<file path="config.mk">
export PLATFORM = sky130hd
export DESIGN_NAME = jk_multimode_register_flat
export DESIGN_NICKNAME = d
export VERILOG_FILES = /design/src/rtl/jk_multimode_register_if.sv /design/src/rtl/jk_multimode_register.sv /design/src/flat_wrapper.sv
export SDC_FILE = /design/constraint.sdc
export NUM_CORES = 1
export LEC_CHECK = 0
export CAP_MARGIN = 15
export CORE_MARGIN = 3
export CORE_UTILIZATION = 44
export DETAILED_ROUTE_END_ITERATION = 10
export PLACE_DENSITY = 0.92
export SETUP_SLACK_MARGIN = 0.15
export SYNTH_ARGS = -nofsm -noshare
export SYNTH_HDL_FRONTEND = slang
export SYNTH_SLANG_ARGS = --single-unit
</file>
<file path="constraint.sdc">
create_clock -name clk -period 2.4 [get_ports clk]
set_input_delay 0.36 -clock clk [delete_from_list [all_inputs] [get_ports clk]]
set_output_delay 0.36 -clock clk [all_outputs]
set_load 0.03 [all_outputs]
</file>
<file path="src/rtl/jk_multimode_register_if.sv">
`default_nettype none
// ============================================================================
// Module   : jk_multimode_register_if
// Purpose  : Bundles the control, data and status signals of the
//            jk_multimode_register bank. The clock and reset stay as plain
//            ports on the register itself.
// Ports    : master modport drives en/mode/j/k/d/dir/sin and observes
//            q/qb/chg/tc/sout; slave modport is the mirror image.
// Revision : 1.0 - initial release
// ============================================================================
interface jk_multimode_register_if #(
    parameter int WIDTH = 8
) ();
    logic             en;
    logic [1:0]       mode;
    logic [WIDTH-1:0] j;
    logic [WIDTH-1:0] k;
    logic [WIDTH-1:0] d;
    logic             dir;
    logic             sin;
    logic [WIDTH-1:0] q;
    logic [WIDTH-1:0] qb;
    logic [WIDTH-1:0] chg;
    logic             tc;
    logic             sout;

    modport master (
        output en, mode, j, k, d, dir, sin,
        input  q, qb, chg, tc, sout
    );

    modport slave (
        input  en, mode, j, k, d, dir, sin,
        output q, qb, chg, tc, sout
    );
endinterface
`default_nettype wire

</file>
<file path="src/rtl/jk_multimode_register.sv">
`default_nettype none
// ============================================================================
// Module   : jk_multimode_register
// Purpose  : WIDTH-bit bank of JK flip-flops with word-level parallel load,
//            up/down count and bidirectional shift modes, plus a registered
//            change mask, terminal-count flag and serial output.
// Ports    : clk  - rising-edge clock
//            rst  - asynchronous active-low reset
//            bus  - slave modport of jk_multimode_register_if:
//                   en, mode(0=JK,1=LOAD,2=COUNT,3=SHIFT), j, k, d, dir, sin
//                   in; q, qb, chg, tc, sout out
// Params   : WIDTH   - number of bit cells (minimum 2)
//            RST_VAL - value of q while reset is asserted
// Revision : 1.0 - initial release
// ============================================================================
module jk_multimode_register #(
    parameter int               WIDTH   = 8,
    parameter logic [WIDTH-1:0] RST_VAL = '0
) (
    input  wire logic             clk,
    input  wire logic             rst,
    jk_multimode_register_if.slave bus
);

    localparam logic [1:0]       c_mode_jk    = 2'd0;
    localparam logic [1:0]       c_mode_load  = 2'd1;
    localparam logic [1:0]       c_mode_count = 2'd2;
    localparam logic [1:0]       c_mode_shift = 2'd3;
    localparam logic [WIDTH-1:0] c_one        = WIDTH'(1);

    logic [WIDTH-1:0] r_q;
    logic [WIDTH-1:0] r_chg;
    logic [WIDTH-1:0] w_jk_next;
    logic [WIDTH-1:0] w_q_next;

    // Per-bit JK characteristic: Q+ = J&~Q | ~K&Q
    generate
        for (genvar gi = 0; gi < WIDTH; gi++) begin : g_jk
            assign w_jk_next[gi] = (bus.j[gi] & ~r_q[gi]) | (~bus.k[gi] & r_q[gi]);
        end
    endgenerate

    always_comb begin
        w_q_next = r_q;
        unique case (bus.mode)
            c_mode_jk:    w_q_next = w_jk_next;
            c_mode_load:  w_q_next = bus.d;
            c_mode_count: w_q_next = bus.dir ? (r_q - c_one) : (r_q + c_one);
            c_mode_shift: w_q_next = bus.dir ? {bus.sin, r_q[WIDTH-1:1]}
                                             : {r_q[WIDTH-2:0], bus.sin};
            default:      w_q_next = r_q;
        endcase
    end

    always_ff @(posedge clk or negedge rst) begin
        if (!rst) begin
            r_q   <= RST_VAL;
            r_chg <= '0;
        end else if (bus.en) begin
            r_q   <= w_q_next;
            r_chg <= w_q_next ^ r_q;
        end else begin
            r_chg <= '0;
        end
    end

    assign bus.q    = r_q;
    assign bus.qb   = ~r_q;
    assign bus.chg  = r_chg;
    // Flags the cycle just before the counter wraps in the selected direction
    assign bus.tc   = bus.en && (bus.mode == c_mode_count) &&
                      (bus.dir ? (r_q == '0) : (&r_q));
    // The bit that leaves the register on the next shift in direction dir
    assign bus.sout = bus.dir ? r_q[0] : r_q[WIDTH-1];

endmodule
`default_nettype wire
</file>
<file path="src/flat_wrapper.sv">
// flat-port wrapper written by rule: the top's interface ports become plain ports
module jk_multimode_register_flat 
#(
    parameter int               WIDTH   = 8,
    parameter logic [WIDTH-1:0] RST_VAL = '0
)
  (clk, rst, bus_en, bus_mode, bus_j, bus_k, bus_d, bus_dir, bus_sin, bus_q, bus_qb, bus_chg, bus_tc, bus_sout);
  jk_multimode_register_if #(.WIDTH(WIDTH)) bus_i ();
  input  wire logic clk;
  input  wire logic rst;
  input wire logic [$bits(bus_i.en)-1:0] bus_en;
  input wire logic [$bits(bus_i.mode)-1:0] bus_mode;
  input wire logic [$bits(bus_i.j)-1:0] bus_j;
  input wire logic [$bits(bus_i.k)-1:0] bus_k;
  input wire logic [$bits(bus_i.d)-1:0] bus_d;
  input wire logic [$bits(bus_i.dir)-1:0] bus_dir;
  input wire logic [$bits(bus_i.sin)-1:0] bus_sin;
  output wire logic [$bits(bus_i.q)-1:0] bus_q;
  output wire logic [$bits(bus_i.qb)-1:0] bus_qb;
  output wire logic [$bits(bus_i.chg)-1:0] bus_chg;
  output wire logic [$bits(bus_i.tc)-1:0] bus_tc;
  output wire logic [$bits(bus_i.sout)-1:0] bus_sout;
  assign bus_i.en = bus_en;
  assign bus_i.mode = bus_mode;
  assign bus_i.j = bus_j;
  assign bus_i.k = bus_k;
  assign bus_i.d = bus_d;
  assign bus_i.dir = bus_dir;
  assign bus_i.sin = bus_sin;
  assign bus_q = bus_i.q;
  assign bus_qb = bus_i.qb;
  assign bus_chg = bus_i.chg;
  assign bus_tc = bus_i.tc;
  assign bus_sout = bus_i.sout;
  jk_multimode_register #(.WIDTH(WIDTH), .RST_VAL(RST_VAL)) u_core (.clk(clk), .rst(rst), .bus(bus_i));
endmodule
</file>
# [Yosys cells after proc, flatten, opt, wreduce, memory -nomap -nowiden]
# Cells that the tools add are included.
# Widths: inputs -> output; s select.
[classes] add_sub_neg=2 eq_ne=3 muxes=6 bitwise_logic=42 reduce_logical=5
[ops] op="$pmux 8 s4" count=1
[ops] op="$mux 8" count=3
[ops] op="$and 1x1->1" count=16
[ops] op="$not 1->1" count=16
[ops] op="$add 8x1->8 const B" count=1
[ops] op="$logic_not 8->1" count=1
[ops] op="$not 8->8" count=1
[ops] op="$or 1x1->1" count=8
[ops] op="$reduce_and 8->1" count=1
[ops] op="$sub 8x1->8 const B" count=1
[ops] op="$xor 8x8->8" count=1
[ops] op="$eq 2x2->1 const B" count=2
[ops] op="$eq 2x1->1 const B" count=1
[ops] op="$logic_and 1x1->1" count=2
[ops] op="$logic_not 2->1" count=1
[ops] op="$mux 1" count=2
[word_totals] reg_bits=16 out_inout_bits=26

# [Logic depth before layout (Yosys ltp)]
# Gate-level depths: netlist of the first run.
[logic_depth] depth_word=6 mapped_depth=7 ltp_nobuf=6

# [Worst setup path before layout of the first run]
# No wires, ideal clock.
[synth_timing] path_type="register to register" startpoint="reg u_core.r_q[1], in the netlist u_core.bus.q[1]" endpoint="reg u_core.r_q[4], in the netlist u_core.bus.q[4]" arrival_ns=2.204 path_slack_ns=0.071 stages_incl_launch_ff=7 n_path_buf=0 synth_period_minus_slack_ns=2.329 path_cell_list="dfrtp_1 -> fa_1 -> a21o_1 -> a21oi_2 -> xnor2_1 -> mux4_2 -> mux2_4"
[synth_between] elab_chain_len=3
[synth_lines] element="start, declared" line="jk_multimode_register.sv:31" rtl="logic [WIDTH-1:0] r_q;"
[synth_lines] element="start signal, assigned" line="jk_multimode_register.sv:60" rtl="r_q <= w_q_next;"
[synth_lines] element="$add 8x1->8 or $sub 8x1->8 (tied branches)" line="jk_multimode_register.sv:48" rtl="c_mode_count: w_q_next = bus.dir ? (r_q - c_one) : (r_q + c_one);"
[synth_lines] element="$mux 8 *" line="jk_multimode_register.sv:48"
[synth_lines] element="$pmux 8 s4 *" line="jk_multimode_register.sv:45" rtl="unique case (bus.mode)"
# Mark *: on every way between the ends. The rest lies on a longest branch, timed or not.
# A chain may end at the register's enable or synchronous reset.

# [Worst setup path in the final report of the first run]
[layout_timing] startpoint="reg u_core.r_q[1], in the netlist u_core.bus.q[1]" endpoint="out bus_tc"
[layout_between] elab_chain_len=3
[layout_lines] element="$reduce_and 8->1 or $logic_not 8->1 (tied branches)" line="jk_multimode_register.sv:72" rtl="(bus.dir ? (r_q == '0) : (&r_q));"
[layout_lines] element="$mux 1 *" line="jk_multimode_register.sv:72"
[layout_lines] element="$logic_and 1x1->1 *" line="jk_multimode_register.sv:71" rtl="assign bus.tc = bus.en && (bus.mode == c_mode_count) &&"
[layout_lines] element="end, declared" line="flat_wrapper.sv:21" rtl="output wire logic [$bits(bus_i.tc)-1:0] bus_tc;"
# Marks and branches as above.

==> out/summary.txt, run 1 <==
Status: complete, no violations
Die area: 0.00412 sq mm
YS warnings: 0
Top_reg_cell synth: dfrtp_1
Worst Setup End Kind: primary output
Reg-to-reg slack, setup: 190 ps
GRT Total Usage: 0.239
CTS tree: yes
Buf/Inv on CP: 2
Share of flip-flops with an asynchronous set or reset: 1.00
PD cells: 976 mW/mm^2
Final net count: 301
Layout overhead on the synthesized area: 64.5%
Grt ovf: 0
Vert. Die Dim: 64.2 um
Minimum clock period: 2230 ps
Setup TNS: 0 ps
Final Cycle Share: 0.931
Placed Area: 0.00227 sq mm
# IOs: 57
Final Hold Fails: 0
Post-synthesis simple-gate area fraction: 0.168
Yosys top cell area share: 0.269
Synth top cells by count: dfrtp_1, nor2_1, inv_1, nand2_1, a21oi_1
DRT iter0 DRCs: 145
DR vias: 1,776
CP cell instances: inv_1 -> or4_4 -> o41ai_2 -> and3_1 -> buf_6
Skew-Pair Late Insertion Delay: 310 ps
Reg2reg start: u_core.bus.q[4]$_DFFE_PN0P_
CP Launch Type: flip-flop
Post-synthesis xor/xnor area fraction: 0.0353
Largest net degree at the start of global routing: 19
FF+latch count, synth: 16
Top delay family on crit path: simple AND/OR/NAND/NOR gates
Post-synthesis sequential area ratio: 0.269
Critical path fanouts, max: 6
Mapped Nets: 211
CTS Buf Count: 3
Buffers on Ports: 56
Top cells by area, synth: dfrtp_1, mux2i_1, ha_1, mux4_2, a21oi_1
Reg-to-reg endpoint: u_core.bus.q[7]$_DFFE_PN0P_
Worst vdd ir: 0.000598 V
Slowest-stage cell, CP: or4_4
Leakage: 1.10 nW
Most numerous cell in the Yosys netlist: dfrtp_1
Largest family of logic cells by synthesized area: compound AO/OA/AOI/OAI gates
Vias/cell: 5.80
Routed len/inst: 17.1 um
Row cnt: 20
Library cells used by synthesis: 44
Critical Path Max Stage Delay: 550 ps
Worst-path clk slew: 110 ps
CTS Buffer Depth: 2
Diode count: 0
Fmax: 448 MHz
Clk root buf: clkbuf_4
Worst slew margin: 0.488
Initial antenna violation count: 0
Finish-stage setup viols: 0
Worst Setup SP: u_core.bus.q[1]$_DFFE_PN0P_
Worst-margin pin slew: 766 ps
Worst Setup Path Type: flip-flop to primary output
First-pass GRT wire length: 7710 um
Gate Count Post-Synth: 173
Post-DP HPWL: 3660 um
Sink Count: 16
1st-pass router iterations: 4
Routed Antenna Nets: 0
Synth Area in Compound Gates: 0.258
RSZ-0062 raised after global routing: no
Final clock skew: 1.57 ps
Post-route cell area: 0.00245 sq mm
Max_cap viols: 0
Cell taking the most area after synthesis: dfrtp_1
Width of the die: 64.2 um
Drt total wl: 5230 um
Syn_area_per_cell: 8.61 sq um
Hold Crit Class: input pin to asynchronous set/reset pin
Initial Utilization: 0.476
Cell area after synthesis: 0.00149 sq mm
Adder-cell share of the synthesized area: 0.0639
Share of cells above drive strength 1: 0.263
Crit path depth: 5
Reg2Reg Depth: 7
DR DRC count: 0
Hold_buf cts: 0
CP arrival: 1870 ps
GP Congestion: 0.865
H-tree depth: 1
CORE AREA: 0.00313 sq mm
Multiplexer share of the synthesized area: 0.130
Crit path to: bus_tc
Vias in the first global route: 1,638
Data required time of the critical path: 2040 ps
Number of synthesized flops with an enable pin: 0
Max Slew Vio Count: 0
## cells in the final DEF (no fill, tap or decap), types with 2 or more instances in the layout
cell,synthesis,routed
xnor2_1,6,6
o21ai_0,8,8
a21o_1,3,3
nor2b_1,3,3
inv_1,12,12
mux2i_1,10,10
ha_1,6,6
a22oi_1,2,2
a31oi_1,2,2
dfrtp_2,0,3
dfrtp_1,16,13
and3_1,3,3
o22ai_1,3,3
nor3b_1,2,2
a21oi_1,11,11
o211ai_1,5,5
a211oi_1,3,2
o32a_1,2,2
buf_6,1,5
mux4_2,3,3
and2_1,3,3
o211a_1,2,2
clkbuf_4,0,3
o41ai_2,0,2
o31ai_1,3,3
clkdlybuf4s50_1,0,53
nand3_1,4,4
or3_1,2,2
buf_4,0,39
nor2_1,14,14
nand2_1,12,12
o2111ai_1,2,2
## cells by family (layout without fill, tap and decap cells)
group                    Yosys count  in the layout
AO/OA/AOI/OAI                     54             54
AND/OR/NAND/NOR                   49             49
buffers and inverters             26            115
flip-flops                        16             16
multiplexers                      15             15
adder cells (fa/ha/maj)            7              7
XOR/XNOR                           6              6
## cell type report
class	instances	area, sq um
Clock buffer	4	36.3
Fill cell	180	679
Inverter	12	45.0
Multi-Input combinational cell	131	1010
Sequential cell	16	404
Tap cell	44	55.1
Timing Repair Buffer	99	900
## worst min-delay path by stage
stage                     cells past startpoint                           to                        start  slack, ps
after CTS                                     1  u_core.bus.chg[1]$_DFF_PN0_                          rst        530
after floorplan                               0  u_core.bus.chg[0]$_DFF_PN0_                          rst         60
after detailed placement                      2  u_core.bus.chg[6]$_DFF_PN0_  u_core.bus.q[6]$_DFFE_PN0P_        680
after global placement                        2  u_core.bus.chg[6]$_DFF_PN0_  u_core.bus.q[6]$_DFFE_PN0P_        670
after global routing                          1  u_core.bus.chg[1]$_DFF_PN0_                          rst        550
final                                         1  u_core.bus.chg[1]$_DFF_PN0_                          rst        480
## metal layers
metal | global-route usage | part of all wire | vias up | wire length (um)
met3 | 0.0369 | 0.066 | 15 | 347
li1 | - | - | 817 | -
met1 | 0.298 | 0.39 | 856 | 2050
met4 | 0.100 | 0.037 | 0 | 193
met5 | 0 | 0 | - | 0
met2 | 0.408 | 0.51 | 88 | 2640
## worst register-to-register path, delay by kind of cell (launching register included)
kind,cells,cell delay [ps]
AOI/OAI and AO/OA,3,670
and+or+nand+nor,2,540
DFF,1,420
adders and majority gates,1,340
buffers and inverters,1,150
## sequential cells by signal, summed over array words and instances (netlist names)
name	cells
u_core.bus.chg	8
u_core.bus.q	8
## stage by stage
step / worst slack (ps) / hold WS [ps] / instances / util / power [mW]
detailed placement: -193 / 677 / 290 / 0.725 / 2.01
global placement: -152 / 673 / 290 / 0.725 / 1.97
global route: 104 / 555 / 306 / 0.783 / 2.53
finish: 166 / 481 / 306 / 0.783 / 2.39
floorplan: 166 / 64.4 / 173 / - / 1.34
CTS: 134 / 526 / 296 / 0.747 / 2.22
## power breakdown
part           internal, mW  switching (mW)
clock                0.0929           0.107
sequential            0.357          0.0686
combinational         0.857           0.909
## repair_timing
item / 4_1_cts / 5_1_grt
setup buffers: 2 / 10
setup endpoints to repair: 5 / 5
pin swaps: 1 / 3
resized for setup: 5 / 12
Note: power is estimated with default switching activity, not from simulation.
==> run 2, diff against run 1 <==
CORE_UTILIZATION = 48   (was 44)
PLACE_DENSITY = 0.95   (was 0.92)
clock period = 2.7 ns   (was 2.4 ns; I/O delays follow)
==> run 2 against run 1 <==
Net effect: first-iteration DRC count fell by 9.0%; flip-flop and latch count did not move; power fell by 23%; via count fell by 5.5%; global-route usage rose by 1.8 points; sequential power fell by 2%; final area fell by 12%.
==> out/summary.txt, run 2 (synthesis results as in run 1) <==
Status: complete, no violations
Data required time of the critical path: 2300 ps
DR DRC count: 0
Grt ovf: 0
Share of cells above drive strength 1: 0.129
Leakage: 0.937 nW
Reg-to-reg slack, setup: 450 ps
CTS Buf Count: 3
Fillcell total: 193
Worst vdd ir: 0.000589 V
Post-route cell area: 0.00215 sq mm
Routed Antenna Nets: 0
Vias in the first global route: 1,602
Commonest non-fill, non-tap cells in the layout: clkdlybuf4s50_1, dfrtp_1, buf_4
Layout overhead on the synthesized area: 44.6%
Diode count: 0
Reg2reg start: u_core.bus.q[1]$_DFFE_PN0P_
Sink Count: 16
Worst Setup Path Type: input pin to primary output
Placed Area: 0.00211 sq mm
Vias/cell: 6.38
CORE AREA: 0.00285 sq mm
Critical path fanouts, max: 11
Width of the die: 61.7 um
Finish-stage setup viols: 0
Routed len/inst: 17.4 um
H-tree depth: 1
CP arrival: 2070 ps
Clk root buf: clkbuf_4
Commonest non-fill, non-tap cell in the layout: clkdlybuf4s50_1
PD cells: 860 mW/mm^2
Final Cycle Share: 0.916
1st-pass router iterations: 5
Vert. Die Dim: 61.7 um
GP Congestion: 0.884
Worst-path clk slew: 110 ps
Final Hold Fails: 0
Setup TNS: 0 ps
Largest net degree at the start of global routing: 17
Post-DP HPWL: 3310 um
Final net count: 271
CTS tree: yes
GRT Total Usage: 0.258
CTS Buffer Depth: 2
DR vias: 1,678
Initial Utilization: 0.522
Row cnt: 19
Worst slew margin: 0.477
Worst Setup SP: bus_dir
RSZ-0062 raised after global routing: no
CP Launch Type: input pin
Final core utilization: 0.755
Crit path to: bus_tc
Minimum clock period: 2470 ps
Hold_buf cts: 0
First-pass GRT wire length: 7320 um
Max Slew Vio Count: 0
Drt total wl: 4580 um
Max_cap viols: 0
Final clock skew: 10.7 ps
Reg2Reg Depth: 6
Hold Crit Class: input pin to asynchronous set/reset pin
# IOs: 57
Reg-to-reg endpoint: u_core.bus.q[4]$_DFFE_PN0P_
DRT iter0 DRCs: 132
Buffers on Ports: 56
Skew-Pair Late Insertion Delay: 300 ps
Worst Setup End Kind: primary output
Post-CTS Resized: 0
Fmax: 404 MHz
Worst-margin pin slew: 782 ps
Initial antenna violation count: 0
Postcts setup bufs: 0
Die area: 0.00381 sq mm
[run 2: changes by cell type in the layout (fill, tap and decap cells not counted), moves of 2 or more]
cell | before | now
buf_6 | 5 | 0
dfrtp_2 | 3 | 0
o41ai_1 | 1 | 3
buf_4 | 39 | 15
o41ai_2 | 2 | 0
dfrtp_1 | 13 | 16
[run 2: area by class of cell]
type                            count  area (sq um)  share of cell area
Timing Repair Buffer               69           653               0.303
Clock buffer                        4          36.3              0.0169
Sequential cell                    16           400               0.186
Multi-Input combinational cell    131           980               0.455
Tap cell                           31          38.8              0.0180
Inverter                           12          45.0              0.0209
[run 2: stage by stage]
stage               total power [mW]  hold slack [ps]  worst slack [ps]  std cells
floorplan                       1.19              109               371        173
global placement                1.62              662              40.0        259
detailed placement              1.65              669             -35.8        259
CTS                             1.83              585               233        263
global route                    1.97              605               126        263
finish                          1.85              549               228        263
[run 2: worst max-delay path, cell delays in order]
cell and delay [ps]:
clkdlybuf4s50_1 490, buf_4 220, or4_1 500, o41ai_1 70
and3_1 220, buf_4 170
[run 2: how the worst min path moves through the flow]
| stage | from | to | depth (start not counted) |
|---|---|---|---|
| 2_1_floorplan | rst | u_core.bus.chg[0]$_DFF_PN0_ | 0 |
| 3_3_place_gp | u_core.bus.q[3]$_DFFE_PN0P_ | u_core.bus.chg[3]$_DFF_PN0_ | 2 |
| 3_5_place_dp | u_core.bus.q[3]$_DFFE_PN0P_ | u_core.bus.chg[3]$_DFF_PN0_ | 2 |
| 4_1_cts | rst | u_core.bus.q[3]$_DFFE_PN0P_ | 1 |
| 5_1_grt | rst | u_core.bus.q[6]$_DFFE_PN0P_ | 1 |
| 6_report | rst | u_core.bus.q[7]$_DFFE_PN0P_ | 1 |
[run 2: report_power, final]
group	internal (mW)	switching (mW)	total [mW]
clock network	0.0823	0.0858	0.168
registers	0.314	0.101	0.415
logic	0.574	0.695	1.27
[run 2: routing by layer]
metal / global-route usage / wire length [um]
met5: 0 / 0
met4: 0.145 / 231
met3: 0.0455 / 447
met2: 0.430 / 2250
met1: 0.311 / 1650
==> run 3, diff against run 2 <==
GPL_TIMING_DRIVEN = 0   (was not set)
==> run 3 against run 2 <==
Net effect: count of clock-buffer cells in the layout unchanged; flip-flop and latch count unchanged; largest power group unchanged; die area is the same; critical path depth unchanged; register-to-register slack worse by 60 ps; sequential power shrank 4.8%; via count is 3.7% lower; critical path type is now flip-flop to primary output; utilization decreased by 1.3 points; setup slack improved by 40 ps.
==> out/summary.txt, run 3 (synthesis results as in run 1) <==
DRT iter0 DRCs: 142
Initial Utilization: 0.522
First-pass GRT wire length: 7330 um
Max_cap viols: 0
Slowest-stage cell, CP: dfrtp_1
Width of the die: 61.7 um
Share of cells above drive strength 1: 0.112
Worst-path clk slew: 110 ps
GP Congestion: 0.868
Worst Setup End Kind: primary output
Leakage: 0.921 nW
CTS Buf Count: 3
Clk root buf: clkbuf_4
Hold Crit Class: input pin to flip-flop
Worst vdd ir: 0.000437 V
Hold_buf cts: 0
Data required time of the critical path: 2300 ps
Layout overhead on the synthesized area: 42.1%
Reg-to-reg endpoint: u_core.bus.q[4]$_DFFE_PN0P_
Vias in the first global route: 1,626
Setup WS post-layout: 268 ps
Worst slew margin: 0.493
H-tree depth: 1
Post-DP HPWL: 3470 um
Vias/cell: 6.14
CTS tree: yes
Worst-margin pin slew: 758 ps
Minimum clock period: 2430 ps
Routed Antenna Nets: 0
Buffers on Ports: 55
CORE AREA: 0.00285 sq mm
CP Launch Type: flip-flop
Fillcell total: 214
Final core utilization: 0.742
Largest net degree at the start of global routing: 17
Final net count: 271
Max Slew Vio Count: 0
Initial antenna violation count: 0
CP cell instances: buf_2 -> nor4_1 -> nand3_1 -> o41ai_1 -> and3_1 -> clkbuf_4
Final clock skew: 8.57 ps
Hold_sp: bus_en
Fmax: 411 MHz
DR DRC count: 0
Commonest non-fill, non-tap cell in the layout: clkdlybuf4s50_1
CTS Buffer Depth: 2
Routed len/inst: 17.5 um
1st-pass router iterations: 5
Place WS: -602 ps
Buf/Inv on CP: 2
Critical path fanouts, max: 10
WHS Path Cells: 2
Worst Hold Slack: 449 ps
Skew-Pair Late Insertion Delay: 310 ps
Finish-stage setup viols: 0
Commonest non-fill, non-tap cells in the layout: clkdlybuf4s50_1, dfrtp_1, nor2_1
Reg-to-reg slack, setup: 390 ps
Final Cycle Share: 0.901
Worst hold path endpoint: u_core.bus.q[3]$_DFFE_PN0P_
DR vias: 1,616
GRT Total Usage: 0.263
Worst Setup Path Type: flip-flop to primary output
PD cells: 856 mW/mm^2
CP arrival: 2030 ps
Grt ovf: 0
# IOs: 57
Critical Path Max Stage Delay: 450 ps
Reg2reg start: u_core.bus.q[1]$_DFFE_PN0P_
Final Hold Fails: 0
Sink Count: 16
RSZ-0062 raised after global routing: no
Reg2Reg Depth: 6
Row cnt: 19
Diode count: 0
Status: complete, no violations
Vert. Die Dim: 61.7 um
Die area: 0.00381 sq mm
Top delay family on crit path: simple AND/OR/NAND/NOR gates
Drt total wl: 4610 um
==> run 3: changes by cell type in the layout (fill, tap and decap cells not counted), sizes merged <==
| cell | change |
|---|---|
| buf | -9 |
| clkbuf | +10 |
| clkdlybuf4s50 | -2 |
| dlymetal6s2s | +1 |
==> run 3: worst max-delay path by stage <==
stage	startpoint	end	slack, ps	cells past startpoint
floorplan	u_core.bus.q[1]$_DFFE_PN0P_	u_core.bus.q[4]$_DFFE_PN0P_	370	6
global placement	bus_dir	bus_tc	-590	7
detailed placement	bus_dir	bus_tc	-600	7
CTS	bus_dir	bus_sout	150	6
global route	u_core.bus.q[2]$_DFFE_PN0P_	bus_tc	180	6
finish	u_core.bus.q[7]$_DFFE_PN0P_	bus_tc	270	6
==> run 3: final cells by class <==
class / instances / area (sq um) / share of cell area
buffer: 14 / 72.6 / 0.0343
clock buffer: 4 / 36.3 / 0.0171
inverter: 12 / 45.0 / 0.0213
multi-input combinational: 131 / 976 / 0.461
sequential: 16 / 402 / 0.190
tap: 31 / 38.8 / 0.0183
timing repair buffer: 55 / 546 / 0.258
==> run 3: per-layer routing <==
layer  routed length [um]  track usage  up-vias
met5                    0            0        -
met4                  156        0.133        0
met3                  453       0.0702       23
met2                 2230        0.428      105
met1                 1770        0.321      730
li1                     -            -      758
==> run 3: through the flow <==
step / cell area (sq um) / cells / TNS (ps) / total power, mW
2_1_floorplan: 1490 / 173 / 0 / 1.19
3_3_place_gp: 2080 / 259 / -885 / 1.58
3_5_place_dp: 2080 / 259 / -1060 / 1.62
4_1_cts: 2110 / 263 / 0 / 1.78
5_1_grt: 2120 / 263 / 0 / 1.92
6_report: 2120 / 263 / 0 / 1.81
==> run 3: timing repair <==
action / 4_1_cts / 5_1_grt
resized for setup: 6 / 10
setup endpoints to repair: 2 / 2
buffers inserted: 0 / 0
==> run 3: power by group <==
group	switching [mW]	total (mW)	internal [mW]	leakage (nW)
logic	0.705	1.25	0.541	0.707
registers	0.0795	0.395	0.315	0.193
clock network	0.0873	0.170	0.0824	0.0210
==> edit 1: new RTL, settings of run 1 <==
`WIDTH` is set to 8 in 3 places; all go to 7.
--- a/src/rtl/jk_multimode_register_if.sv
+++ b/src/rtl/jk_multimode_register_if.sv
@@ -9,7 +9,7 @@
 // Revision : 1.0 - initial release
 // ============================================================================
 interface jk_multimode_register_if #(
-    parameter int WIDTH = 8
+    parameter int WIDTH = 7
 ) ();
     logic             en;
     logic [1:0]       mode;
--- a/src/rtl/jk_multimode_register.sv
+++ b/src/rtl/jk_multimode_register.sv
@@ -14,7 +14,7 @@
 // Revision : 1.0 - initial release
 // ============================================================================
 module jk_multimode_register #(
-    parameter int               WIDTH   = 8,
+    parameter int               WIDTH   = 7,
     parameter logic [WIDTH-1:0] RST_VAL = '0
 ) (
     input  wire logic             clk,
--- a/src/flat_wrapper.sv
+++ b/src/flat_wrapper.sv
@@ -1,7 +1,7 @@
 // flat-port wrapper written by rule: the top's interface ports become plain ports
 module jk_multimode_register_flat 
 #(
-    parameter int               WIDTH   = 8,
+    parameter int               WIDTH   = 7,
     parameter logic [WIDTH-1:0] RST_VAL = '0
 )
   (clk, rst, bus_en, bus_mode, bus_j, bus_k, bus_d, bus_dir, bus_sin, bus_q, bus_qb, bus_chg, bus_tc, bus_sout);
Interface: changed (6 resized); port bits go from 57 to 51. The function was not compared with the original's and may differ.
==> edit 1 against run 1 <==
- sequential cell count is 2 lower
- sequential power shrank 19%
- clock power shrank 18%
- synthesized area is 21% lower
- design area is 25% lower
- highest routed layer unchanged
- utilization shrank 5.0 points
- setup slack improved by 0.019 ns
- routed wire length shrank 29%
- largest cell class unchanged
- first-iteration DRC count down 69%
- total power decreased by 38%
- largest power group unchanged
- via count down 25%
==> edit 1: results <==
group,metric,value,unit
synth,post_synth_main_area_contributors,"sky130_fd_sc_hd__dfrtp_1 30%, sky130_fd_sc_hd__mux4_2 7.6%, sky130_fd_sc_hd__o21ai_0 5.9%",
drt,drt-initial-drc-count,45,
cells_and_area,layoutNonFillerInstCount,233,
synth,synth-compound-area-share,22.4,%
cells_and_area,final_nets,238,
setup_path,worst_setup_sp,"u_core.bus.q[4]$_DFFE_PN0P_",
setup_path,cp_max_fo,2,
setup_path,worst_r2r_path_depth,8,
synth,muxShareOfSynthArea,8.46,%
place,place.gp.congestion,0.996,
place,hpwl,2.90,mm
timing,period_share,92.3,%
place,port_buf_inserts,50,
setup_path,reg2reg_from,"u_core.bus.q[1]$_DFFE_PN0P_",
place,place.detailed.instances,224,
timing,fin_skew,0.000814,ns
setup_path,slowest_delay,0.49,ns
synth,yosys.cell_types.count,39,
synth,post_synth_most_frequent_cells,"16 x sky130_fd_sc_hd__nand2_1, 14 x sky130_fd_sc_hd__dfrtp_1, 14 x sky130_fd_sc_hd__o21ai_0",
run_status,outcome,"finished clean",
clock_tree,clk_pin_slew,0.08,ns
setup_path,worst_path_slowest_cell,"sky130_fd_sc_hd__or4_1",
drt,route.detailed.wl_per_inst,15.9,µm
global_routing,maximum_number_of_pins_on_one_net_before_global_route_repair,24,
cells_and_area,final_layout_size_suffix_gt1_share,18.7,%
synth,post_synth_fa_ha_maj_area_fraction,6.98,%
setup_path,critical_path_arrival,1.85,ns
power,worst_ir_drop_vdd,0.000592,V
timing,max_slew_margin,61.2,%
drt,via_per_inst,5.69,
power,netSwitchingFraction,44.0,%
-- edit 1: changes by cell type after synthesis, moves of 4 or more --
cell / before / now
sky130_fd_sc_hd__clkbuf_1: 7 / 3
sky130_fd_sc_hd__inv_1: 12 / 8
sky130_fd_sc_hd__mux2i_1: 10 / 1
sky130_fd_sc_hd__nand2_1: 12 / 16
sky130_fd_sc_hd__nor2_1: 14 / 8
sky130_fd_sc_hd__o21ai_0: 8 / 14
sky130_fd_sc_hd__xor2_1: 0 / 4
-- edit 1: what timing repair did --
| item | in CTS | in global routing |
|---|---|---|
| hold endpoints to repair | 0 | 0 |
| buffers inserted | 5 | 0 |
| pin swaps | 1 | 1 |
| cloned | 0 | 0 |
| gates resized for setup | 5 | 3 |
| endpoints found under the setup margin | 7 | 4 |
-- edit 1: area by class of cell --
cell class              count  area (µm²)  area share (%)
repair buffers             66         614            33.2
well taps                  30        37.5            2.03
multi-input cells         109         768            41.6
inverters                  10        37.5            2.03
flip-flops and latches     14         354            19.2
clock buffers               4        36.3            1.96
-- edit 1: power groups by stage --
stage | Clock [mW] | Combinational (mW) | Sequential (mW)
final | 0.164 | 0.983 | 0.346
after global routing | 0.175 | 1.06 | 0.352
after CTS | 0.164 | 0.975 | 0.343
after detailed placement | 0 | 0.926 | 0.360
after global placement | 0 | 0.904 | 0.358
after floorplan | 0 | 0.441 | 0.476
-- edit 1: critical path, delay by kind of cell, from the launching register on --
kind	cells	cell delay, ns
flops	1	0.40
buf+inv	2	0.20
simple gates	2	0.82
compound gates	1	0.16
-- edit 1: layer usage --
layer / wire (µm) / up-vias / GRT usage [%]
met5: 0 / - / 0
met4: 82 / 0 / 8.94
met3: 328 / 10 / 3.56
met2: 1780 / 77 / 39.4
met1: 1500 / 612 / 29.8
li1: - / 626 / -
==> edit 2: new RTL, flow settings as in run 1 <==
Without the edit above. Make the reset (`rst`) synchronous in one clocked block. Comments in the files are not updated.
--- a/src/rtl/jk_multimode_register.sv
+++ b/src/rtl/jk_multimode_register.sv
@@ -52,7 +52,7 @@
         endcase
     end
 
-    always_ff @(posedge clk or negedge rst) begin
+    always_ff @(posedge clk) begin
         if (!rst) begin
             r_q   <= RST_VAL;
             r_chg <= '0;
Check against the original RTL: differs if rst is asserted again (counterexample within 4 cycles, from zero or initial values and one cycle with rst low); with rst held inactive, the same outputs for 10 cycles.
==> edit 2 against run 1 <==
- sequential cell count is the same
- count of clock-buffer cells in the layout shrank 1
- routed wire length shrank 20%
- die area shrank 5.0%
- setup slack gained 0.031 ns
- design area shrank 11%
- synthesized area shrank 5.5%
- first-iteration DRC count shrank 55%
- synthesized cell count shrank 1.2%
Power is not compared: it rests on default switching activity, and its combinational part moved more than twofold at a synthesized area within 25%.
==> edit 2: results <==
group,metric,value,unit
drt,detailedRoute.firstPassIterationCount,4,
synth,synth-compound-area-share,25.5,%
synth,async_sr_flop_fraction,0,%
drt,via_per_inst,5.37,
global_routing,antenna_found_initial,0,
synth,muxShareOfSynthArea,13.3,%
place,place.gp.congestion,0.868,
power,leak_pwr,0.962,nW
setup_path,critical_path_arrival,2.39,ns
timing,max_slew_margin,75.6,%
synth,post_synth_fa_ha_maj_area_fraction,6.76,%
setup_path,worst_path_slowest_cell,"sky130_fd_sc_hd__fa_2",
global_routing,maximum_number_of_pins_on_one_net_before_global_route_repair,13,
synth,yosys_warnings,0,
clock_tree,max-clock-path-buffers,2,
global_routing,grt.total_usage,22.2,%
clock_tree,cts-htree-levels,1,
global_routing,via_count_of_the_first_global_routing_pass,1517,
clock_tree,cts.root.buffer_cell,"sky130_fd_sc_hd__clkbuf_4",
setup_path,slowest_delay,0.38,ns
run_status,outcome,"finished clean",
clock_tree,clk_pin_slew,0.09,ns
synth,ys_seq_area_share,22.8,%
min_path,min-delay-path-class,"flip-flop to flip-flop",
synth,postSynth.topFlopCell,"sky130_fd_sc_hd__dfxtp_1",
place,place_area,2120,µm²
drt,detail-route-antenna-nets,0,
synth,post_synth_most_frequent_cells,"20 x sky130_fd_sc_hd__nor2_1, 16 x sky130_fd_sc_hd__dfxtp_1, 14 x sky130_fd_sc_hd__a21oi_1",
cells_and_area,insertedDiodeCount,0,
place,port_buf_inserts,56,
drt,route.detailed.wl_per_inst,14.8,µm
power,worst_ir_drop_vdd,0.000372,V
clock_tree,worstSkewPairLatency,0.30,ns
place,pre_cts_slack,-0.302,ns
cells_and_area,final_nets,282,
setup_path,path_delay_family,"compound AO/OA/AOI/OAI gates",
place,hpwl,3.30,mm
synth,postSynthNetCount,209,
timing,fin_skew,0.00174,ns
synth,synth.avg_cell_area,8.22,µm²
clock_tree,cts_inserted_buffers,3,
synth,yosys.cell_types.count,46,
setup_path,cp_max_fo,8,
drt,drt-initial-drc-count,65,
synth,yosys.area_share.xor_xnor,4.98,%
cells_and_area,layoutNonFillerInstCount,284,
global_routing,grt_pass1_wl,7.05,mm
synth,post_synth_main_area_contributors,"sky130_fd_sc_hd__dfxtp_1 23%, sky130_fd_sc_hd__ha_1 5.3%, sky130_fd_sc_hd__nor2_1 5.3%",
cells_and_area,final_layout_size_suffix_gt1_share,19.4,%
[edit 2: layout make-up]
type	instances	area, µm²
inverter	11	41.3
tap	42	52.6
timing repair buffer	82	753
sequential	16	322
multi-input combinational	130	993
fill	213	716
clock buffer	3	22.5
[edit 2: path summary, 6_finish.rpt]
check / endpoint / slack (ns) / cells after the start / startpoint
setup / recovery: u_core.bus.chg[6]$_SDFF_PN0_ / 0.20 / 8 / bus_dir
hold / removal: u_core.bus.chg[7]$_SDFF_PN0_ / 0.59 / 2 / u_core.bus.q[7]$_SDFFE_PN0P_
setup reg to reg: u_core.bus.chg[6]$_SDFF_PN0_ / 0.28 / 6 / u_core.bus.q[1]$_SDFFE_PN0P_
hold reg to reg: u_core.bus.chg[7]$_SDFF_PN0_ / 0.59 / 2 / u_core.bus.q[7]$_SDFFE_PN0P_
[edit 2: cell families (layout without fill, tap and decap cells)]
logic type / Yosys count / after routing
fa+ha+maj: 7 / 7
buf+inv: 25 / 96
flops: 16 / 16
compound gates: 49 / 49
mux: 14 / 14
simple gates: 52 / 52
xor+xnor: 8 / 8
[edit 2: repair_timing]
action | in CTS | in global routing
pin swaps | 5 | 0
hold buffers | 0 | 0
setup endpoints to repair | 4 | 4
resized for setup | 6 | 2
setup buffers | 1 | 0
[edit 2: metal layers]
metal	share of wire (%)	track usage [%]	up-vias
li1	-	-	760
met1	42	25.6	701
met2	50	39.3	59
met3	7.1	7.19	6
met4	1.0	5.51	0
met5	0	0	-
[edit 2: where the power goes]
| part | internal [mW] | switching (mW) | total [mW] |
|---|---|---|---|
| registers | 0.289 | 0.0175 | 0.306 |
| clock network | 0.0586 | 0.0895 | 0.148 |
| logic | 0.268 | 0.266 | 0.534 |
| total | 0.616 | 0.373 | 0.989 |
